==> config.mk <==
export PLATFORM = sky130hd
export DESIGN_NAME = fetch_queue
export DESIGN_NICKNAME = d
export VERILOG_FILES = /design/src/rtl/fetch_queue.sv
export SDC_FILE = /design/constraint.sdc
export NUM_CORES = 1
export LEC_CHECK = 0
export CAP_MARGIN = 20
export CORE_ASPECT_RATIO = 1.2
export CORE_MARGIN = 5
export CORE_UTILIZATION = 50
export DETAILED_ROUTE_END_ITERATION = 10
export PLACE_DENSITY = 0.84
export SLEW_MARGIN = 0
export SYNTH_ARGS = -nofsm -noshare
export SYNTH_HDL_FRONTEND = slang
export SYNTH_SLANG_ARGS = --single-unit
==> constraint.sdc <==
create_clock -name clk -period 7.7 [get_ports clk]
set_clock_uncertainty 0.15 [all_clocks]
set_input_delay 1.155 -clock clk [delete_from_list [all_inputs] [get_ports clk]]
set_output_delay 1.155 -clock clk [all_outputs]
set_load 0.005 [all_outputs]
==> src/rtl/fetch_queue.sv <==
// Instruction-fetch front end: ROM request issue, one in-flight read,
// a FIFO of returned instructions and a valid/ready hand-off to ID.
module fetch_queue #(
  parameter int ADDR_WIDTH = 32,
  parameter int INST_WIDTH = 32,
  parameter int DEPTH      = 4,
  parameter logic [ADDR_WIDTH-1:0] RESET_PC = '0
) (
  input  logic                  clk,
  input  logic                  rst,
  output logic                  rom_en,
  output logic [ADDR_WIDTH-1:0] rom_addr,
  input  logic [INST_WIDTH-1:0] rom_inst,
  input  logic                  id_ready,
  output logic                  inst_valid,
  output logic [INST_WIDTH-1:0] inst_o,
  output logic [ADDR_WIDTH-1:0] addr_o,
  input  logic                  flush,
  input  logic [ADDR_WIDTH-1:0] flush_target
);

  localparam int PW = $clog2(DEPTH);
  localparam int CW = PW + 1;

  logic [ADDR_WIDTH-1:0] pc;
  logic [ADDR_WIDTH-1:0] inflight_addr;
  logic                  inflight;
  logic [CW-1:0]         count;
  logic [PW-1:0]         wr_ptr;
  logic [PW-1:0]         rd_ptr;
  logic [INST_WIDTH-1:0] inst_mem [DEPTH];
  logic [ADDR_WIDTH-1:0] addr_mem [DEPTH];

  logic          push;
  logic          pop;
  logic [CW:0]   occ;

  assign push = inflight & ~flush;
  assign pop  = inst_valid & id_ready & ~flush;

  // Occupancy after this cycle's pop, counting the read still in flight.
  assign occ = {1'b0, count}
             + {{CW{1'b0}}, inflight}
             - {{CW{1'b0}}, pop};

  assign rom_en   = rst & ~flush & (occ < (CW+1)'(DEPTH));
  assign rom_addr = pc;

  assign inst_valid = (count != '0);
  assign inst_o = inst_valid ? inst_mem[rd_ptr] : '0;
  assign addr_o = inst_valid ? addr_mem[rd_ptr] : '0;

  // PC, in-flight tracking and FIFO bookkeeping; flush overrides all.
  always_ff @(posedge clk or negedge rst) begin
    if (!rst) begin
      pc            <= RESET_PC;
      inflight      <= 1'b0;
      inflight_addr <= '0;
      count         <= '0;
      wr_ptr        <= '0;
      rd_ptr        <= '0;
    end else if (flush) begin
      pc       <= flush_target & ~ADDR_WIDTH'(3);
      inflight <= 1'b0;
      count    <= '0;
      wr_ptr   <= '0;
      rd_ptr   <= '0;
    end else begin
      inflight <= rom_en;
      if (rom_en) begin
        pc            <= pc + ADDR_WIDTH'(4);
        inflight_addr <= pc;
      end
      if (push) wr_ptr <= wr_ptr + 1'b1;
      if (pop)  rd_ptr <= rd_ptr + 1'b1;
      count <= count
             + {{PW{1'b0}}, push}
             - {{PW{1'b0}}, pop};
    end
  end

  // FIFO storage; contents are only meaningful below count.
  always_ff @(posedge clk) begin
    if (push) begin
      inst_mem[wr_ptr] <= rom_inst;
      addr_mem[wr_ptr] <= inflight_addr;
    end
  end

endmodule

Word level (Yosys, flattened, before mapping)
Memory sizes are Yosys's and may differ from the RTL's.
Index checks and enable logic that the tools add are counted.
{"block": "word_totals", "mem_count": 2, "output_inout_bits": 98, "ramBits": 256, "word_cells": 39, "ff_bits": 72}
{"block": "classes", "reduce_logical": 5, "n_lt_le_gt_ge": 1, "muxes": 12, "addsub": 7, "bitwise": 6}
{"name": "addr_mem", "depth": 4, "word_bits": 32, "read_ports": 1, "rd_ports_with_merged_regs": 0, "write_ports": 1, "line": "32", "source": "logic [ADDR_WIDTH-1:0] addr_mem [DEPTH];"}
{"name": "inst_mem", "depth": 4, "word_bits": 32, "read_ports": 1, "rd_ports_with_merged_regs": 0, "write_ports": 1, "line": "31", "source": "logic [INST_WIDTH-1:0] inst_mem [DEPTH];"}
{"cell": "two-way mux 32 bit", "n": 4}
{"cell": "adder 32 x 3 -> 32 bit (second input constant)", "n": 1}
{"cell": "two-way mux 2 bit", "n": 4}
{"cell": "nonzero test 2 bit", "n": 3}
{"cell": "AND 1 bit", "n": 5}
{"cell": "adder 2 x 1 -> 2 bit (second input constant)", "n": 2}
{"cell": "adder 3 x 1 -> 4 bit", "n": 1}
{"cell": "less-than comparator 4 x 3 -> 1 bit (second input constant)", "n": 1}
{"cell": "subtractor 4 x 1 -> 4 bit", "n": 1}
{"cell": "adder 3 x 1 -> 3 bit", "n": 1}
{"cell": "two-way mux 1 bit", "n": 3}
{"cell": "two-way mux 3 bit", "n": 1}
{"cell": "nonzero test 3 bit", "n": 1}
{"cell": "subtractor 3 x 1 -> 3 bit", "n": 1}
{"cell": "AND reduction 2 bit", "n": 1}
{"cell": "NOT 1 bit", "n": 1}

Logic depth before layout (Yosys ltp)
Gate-level depths: netlist of run 1.
{"block": "depth", "depth_word": 8, "depth_mapped": 11}

Worst setup path after synthesis of run 1
OpenSTA, ideal clock, no wires.
{"block": "synth_path", "path_type": "input -> output", "from": "input flush", "to": "output rom_en", "arrival_time_ns": 3.298, "slack_ns": 3.097, "path_buffers": 1, "stages": 10, "path_cell_list": "nand2b_1 > or3_1 > ha_1 > and2_1 > and3_1 > o311a_1 > or2_1 > o21ai_2 > buf_2 > inv_1"}
{"block": "synth_via", "elab_chain_len": 5, "elab_cells_between_ends": 6, "classes_between": "1 x add/sub; 1 x order compare; 4 x bitwise"}
{"item": "start: declaration", "line": "18", "source": "input logic flush,"}
{"item": "NOT 1 bit (no source line) (*)"}
{"item": "AND 1 bit", "line": "39", "source": "assign pop = inst_valid & id_ready & ~flush;"}
{"item": "subtractor 4 x 1 -> 4 bit", "line": "44", "source": "- {{CW{1'b0}}, pop};"}
{"item": "less-than comparator 4 x 3 -> 1 bit", "line": "46", "source": "assign rom_en = rst & ~flush & (occ < (CW+1)'(DEPTH));"}
{"item": "AND 1 bit (*)", "line": "46"}
{"item": "end: declaration", "line": "11", "source": "output logic rom_en,"}
Mark *: on every way between the ends. The rest lies on a longest branch, timed or not.

Final worst setup path of run 1
Same ends and word-level chain as after synthesis.

==> results of run 1 <==
[state kept, by name (all words and copies together) (netlist names)]
name	flops
rd_ptr	2
addr_mem	120
inflight_addr	30
wr_ptr	2
inflight	1
count	3
inst_mem	128
rom_addr	30
[final cells by class]
| type | instances | area (sq um) |
|---|---|---|
| clock buffers | 44 | 887 |
| clock inverters | 11 | 87.6 |
| fillers | 1832 | 9670 |
| inverters | 13 | 48.8 |
| multi-input cells | 383 | 3630 |
| flip-flops and latches | 316 | 9160 |
| well taps | 330 | 413 |
| repair buffers | 167 | 1650 |
[worst paths after layout]
check                                         startpoint                            end  depth (start not counted)
hold reg to reg            inflight_addr[14]$_DFFE_PN0P_      addr_mem[2][14]$_DFFE_PP_                          0
hold / removal             inflight_addr[14]$_DFFE_PN0P_      addr_mem[2][14]$_DFFE_PP_                          0
setup / recovery                                   flush                         rom_en                         12
setup reg to reg                      count[2]$_DFF_PN0_        rom_addr[3]$_DFFE_PN0P_                         10
min in group asynchronous                            rst  inflight_addr[13]$_DFFE_PN0P_                          2
max in group asynchronous                            rst          rd_ptr[0]$_DFFE_PN0P_                          2
[routing by layer]
| metal | up-vias | share of wire (%) |
|---|---|---|
| met4 | 0 | 2.1 |
| met2 | 273 | 50 |
| li1 | 3302 | - |
| met5 | - | 0 |
| met1 | 3677 | 41 |
| met3 | 51 | 6.9 |
[kinds of logic after synthesis]
family,count (synthesis),share of synthesized area [%]
flip-flops,316,70.3
AND/OR/NAND/NOR,207,9.28
multiplexers,93,13.4
AO/OA/AOI/OAI,64,3.62
buffers and inverters,61,1.99
adder cells (fa/ha/maj),10,1.02
XOR/XNOR,5,0.337
other,1,0.0288
[stage by stage]
step | utilization (%) | setup WS (ps) | instances | power [mW] | cell area, sq um
after floorplan | - | 3100 | 760 | 3.12 | 13000
after global placement | 58.3 | 2050 | 1209 | 3.76 | 14900
after detailed placement | 58.3 | 2020 | 1209 | 3.81 | 14900
after CTS | 62.1 | 1980 | 1264 | 5.25 | 15900
after global routing | 62.1 | 1790 | 1264 | 5.46 | 15900
final | 62.1 | 1960 | 1264 | 5.19 | 15900
[Yosys cell counts, drive strengths merged (2+ instances only)]
master and instances:
nand3 15, o31ai 18, nor4 3, buf 22, and2 69, inv 12
dfrtp 68, clkbuf 26, mux2 30, o21ai 4, a221o 2, o311ai 2
nor2b 7, a31oi 27, and3 4, edfxtp 248, ha 9, mux4 62
or4 20, or3 5, or4b 5, nor2 37, nor3 6, nand4 7
and4 7, nand4b 2, o41ai 6, xor2 4, nand2 17
[power breakdown]
part	internal [mW]	switching, mW
clock	0.833	0.603
combinational	0.812	0.555
sequential	2.13	0.249
total	3.78	1.41
==> out/qor.txt, run 1 <==
Outcome = finished clean
HP Class = reg2reg
CP max stage delay = 530 ps
Crit Path Max Fanout = 24
Top_reg_cell synth = edfxtp_1
Routability congestion estimate = 0.819
CP bufs+invs = 4
Pleak = 5.22 nW
CTS Root Cell = clkbuf_16
Layout area overhead = 22.0%
Initial Util = 50.9%
Post-synthesis instance area = 13000 sq um
Clock buffer depth = 3
Critical path launch point type = input pin
Largest net degree at the start of global routing = 69
Wire length per cell = 21.1 microns
Worst reg2reg setup slack = 3970 ps
First-pass GRT wire length = 43000 microns
Slowest stage cell, crit path = clkdlybuf4s50_1
Fmax = 174 MHz
Final hold violation count = 0
GR Util met3 = 3.43%
Tcrit/Tclk final = 74.5%
Die area = 29400 sq um
Cell row count = 64
Via-to-Cell Ratio = 5.78
CTS tree = done
Register area share after synthesis = 70.3%
Core area = 25500 sq um
# IOs = 166
GR met2 Demand/Resource = 30.6%
Most common cell after layout, fill and taps aside = edfxtp_1
Total grt overflow = 0
GR Layer Usage met1 = 25.2%
Most frequent CP cell = clkdlybuf4s50_1
WP data required = 6390 ps
Iter 0 DRT Violations = 449
CP Cell Sequence = clkdlybuf4s50_1 > buf_4 > nand2b_1 > or3_1 > ha_1 > and2_1 > and3_1 > nor4_1 > or2_1 > o21ai_4 > inv_1 > clkdlybuf4s50_1
Top delay family on crit path = simple AND/OR/NAND/NOR gates
Routed Antenna Nets = 0
Post-CTS sizing = 0
Diode count = 0
Power Density = 327 nW/um^2
Number of global-route vias before repair = 7696
# setup viols final = 0
Post-detailed-routing wire length = 26700 microns
Worst Setup End Kind = primary output
Routed via count = 7303
Global route hottest layer = met2
Most frequent cells in the layout = edfxtp_1 (248), clkdlybuf4s50_1 (158), dfrtp_1 (66), and2_1 (65), mux4_2 (62)
Post-CTS Hold Buffers = 0
Max-Slew Margin vs Limit = 34.3%
Drt pass-1 iters = 4
#FFs+latches synth = 316
Sum Neg Setup Slack = 0 ps
Global Route Usage Sum = 18.4%
Initial antenna violation count = 0
Total CTS buffers = 31
Post-synth cell types = 49
Synth Instances = 757
Hold_ws = 369 ps
RSZ-0062 raised after global routing = false
# DRC = 0
Detail Placement HPWL = 15700 microns
Fraction of layout instances using a drive strength above 1 = 16.8%
Critical path class = in2out
Final min period = 5740 ps
H-Tree Depth = 1
Critical Path AT = 4430 ps
Port bufs = 159
Slew at the pin closest to its max-slew limit = 985 ps
Avg Cell Area, Syn = 17.2 sq um
Die W = 157 microns
Post-synth ARST share = 21.5%
Slew Limit Fails = 0
Nets = 990
Synth area leader = edfxtp_1
Post-synth EDFFs = 248
Chip height = 187 microns
Worst-path clk slew = 60 ps
Post-CTS setup buffers = 0
Top cells by area, synth = edfxtp_1 (57%), dfrtp_1 (13%), mux4_2 (11%)
Worst-Skew Late Latency = 540 ps
Peak VDD IR = 220 uV
Clock sinks = 316
Yosys top cell area share = 57.2%
Max-cap check violation count = 0
Yosys warning total = 0
Note: power is estimated with default switching activity, not from simulation.
==> inputs of run 2 (changes only) <==
==> constraint.sdc (replaced) <==
create_clock -name clk -period 5.8 [get_ports clk]
set_clock_uncertainty 0.15 [all_clocks]
set_input_delay 0.87 -clock clk [delete_from_list [all_inputs] [get_ports clk]]
set_output_delay 0.87 -clock clk [all_outputs]
set_load 0.005 [all_outputs]
==> out/qor.txt, run 2 (synthesized netlist as in run 1, its figures left out) <==
Outcome = finished clean (unchanged)
Port bufs = 159 (unchanged)
CP Cell Sequence = clkdlybuf4s50_1 > nand2b_1 > or3_1 > ha_1 > and2_1 > and3_1 > nor4_1 > or2_1 > o21ai_4 > inv_1 > clkdlybuf4s50_1 (was clkdlybuf4s50_1 > buf_4 > nand2b_1 > or3_1 > ha_1 > and2_1 > and3_1 > nor4_1 > or2_1 > o21ai_4 > inv_1 > clkdlybuf4s50_1)
Drt pass-1 iters = 5 (was 4)
Max-Slew Margin vs Limit = 32.6% (was 34.3%)
# IOs = 166 (unchanged)
CTS tree = done (unchanged)
Clock sinks = 316 (unchanged)
Nets = 991 (was 990)
Number of global-route vias before repair = 7748 (was 7696)
CP bufs+invs = 3 (was 4)
Slew at the pin closest to its max-slew limit = 1010 ps (was 985 ps)
Tcrit/Tclk final = 85.3%
Critical path class = in2out (unchanged)
Initial antenna violation count = 0 (unchanged)
First-pass GRT wire length = 42500 microns (was 43000 microns)
Initial Util = 50.9% (unchanged)
Pleak = 5.22 nW (about the same)
Fmax = 202 MHz
Chip height = 187 microns (unchanged)
Most flops, register = inst_mem (unchanged)
Peak VDD IR = 225 uV (was 220 uV)
Clock buffer depth = 3 (unchanged)
Die area = 29400 sq um (unchanged)
HP Class = reg2reg (unchanged)
Routed Antenna Nets = 0 (unchanged)
Largest net degree at the start of global routing = 69 (unchanged)
CP max stage delay = 530 ps (about the same)
Pre-CTS setup slack = 873 ps (was 2020 ps)
Number of flip-flops in the largest register = 128 (unchanged)
Wire length per cell = 21.1 microns (about the same)
Critical Path AT = 3930 ps (was 4430 ps)
Most frequent cells in the layout = edfxtp_1 (248), clkdlybuf4s50_1 (158), dfrtp_1 (66), and2_1 (65), mux4_2 (62) (unchanged)
Die W = 157 microns (unchanged)
Worst-Skew Late Latency = 540 ps (about the same)
Total CTS buffers = 30 (was 31)
Critical path launch point type = input pin (unchanged)
H-Tree Depth = 1 (unchanged)
Routability congestion estimate = 0.836 (was 0.819)
Diode count = 0 (unchanged)
Post-CTS setup buffers = 0 (unchanged)
Detail Placement HPWL = 15900 microns (was 15700 microns)
Core area = 25500 sq um (unchanged)
# DRC = 0 (unchanged)
Via-to-Cell Ratio = 5.80 (was 5.78)
Routed via count = 7350 (was 7303)
Sum Neg Setup Slack = 0 ps (unchanged)
WP data required = 4780 ps (was 6390 ps)
Hold_ws = 362 ps (was 369 ps)
Post-CTS sizing = 0 (unchanged)
Post-detailed-routing wire length = 26800 microns (was 26700 microns)
Top flop regs = inst_mem: 128 flops, addr_mem: 120 flops (unchanged)
Power Density = 430 nW/um^2 (was 327 nW/um^2)
Iter 0 DRT Violations = 554 (was 449)
Crit Path Max Fanout = 5 (was 24)
Top delay family on crit path = simple AND/OR/NAND/NOR gates (unchanged)
Global Route Usage Sum = 18.3% (was 18.4%)
RSZ-0062 raised after global routing = false (unchanged)
Cell row count = 64 (unchanged)
Layout area overhead = 21.9% (was 22.0%)
Worst Setup End Kind = primary output (unchanged)
Fraction of layout instances using a drive strength above 1 = 17.3% (was 16.8%)
# setup viols final = 0 (unchanged)
CTS Root Cell = clkbuf_16 (unchanged)
Max-cap check violation count = 0 (unchanged)
Most common cell after layout, fill and taps aside = edfxtp_1 (unchanged)
Final WS setup = 851 ps (was 1960 ps)
Slew Limit Fails = 0 (unchanged)
Final min period = 4950 ps
Post-CTS Hold Buffers = 0 (unchanged)
Total grt overflow = 0 (unchanged)
Total chip power = 6.82 mW (was 5.19 mW)
Worst-path clk slew = 60 ps (about the same)
Post-DP Area = 14900 sq um (about the same)
Final hold violation count = 0 (unchanged)
Slowest stage cell, crit path = clkdlybuf4s50_1 (unchanged)
Finished Cell Area = 15900 sq um (about the same)
Most frequent CP cell = clkdlybuf4s50_1 (unchanged)
run 2: cell types whose count changed in the layout (fill, tap and decap cells not counted), sizes merged:
cell	delta
clkinvlp	+1
inv	-2
buf	+2
clkinv	+6
bufinv	-1
clkbuf	-3
run 2: power breakdown:
part | internal, mW | total [mW] | switching [mW]
Clock | 1.05 | 1.83 | 0.785
Sequential | 2.83 | 3.16 | 0.332
Combinational | 1.09 | 1.82 | 0.733
Total | 4.97 | 6.82 | 1.85
run 2: final timing paths:
path                                                from                            end  slack [ps]  depth (start not counted)
min in group asynchronous                            rst  inflight_addr[14]$_DFFE_PN0P_         440                          2
min                        inflight_addr[22]$_DFFE_PN0P_      addr_mem[1][22]$_DFFE_PP_         360                          0
max                                             id_ready                         rom_en         850                         11
max in group asynchronous                            rst          rd_ptr[1]$_DFFE_PN0P_        4370                          2
min reg2reg                inflight_addr[22]$_DFFE_PN0P_      addr_mem[1][22]$_DFFE_PP_         360                          0
max reg2reg                           count[2]$_DFF_PN0_  inflight_addr[27]$_DFFE_PN0P_        2320                         10
run 2: area by class of cell:
class | count | area, sq um
well taps | 330 | 413
inverters | 13 | 48.8
repair buffers | 169 | 1660
flip-flops and latches | 316 | 9160
multi-input cells | 383 | 3630
clock buffers | 41 | 873
fillers | 1836 | 9680
clock inverters | 15 | 77.6
run 2: layer usage:
| metal | wire length, microns | track usage (%) | up-vias | part of all wire (%) |
|---|---|---|---|---|
| li1 | - | - | 3297 | - |
| met1 | 11000 | 24.8 | 3751 | 41 |
| met2 | 13500 | 30.8 | 265 | 51 |
| met3 | 1730 | 3.27 | 37 | 6.5 |
| met4 | 466 | 4.70 | 0 | 1.7 |
| met5 | 0 | 0 | - | 0 |
run 2: per-stage QoR:
stage | util, % | std cells
final | 62.1 | 1267
after floorplan | - | 760
after global routing | 62.1 | 1267
after global placement | 58.4 | 1211
after CTS | 62.1 | 1267
after detailed placement | 58.4 | 1211
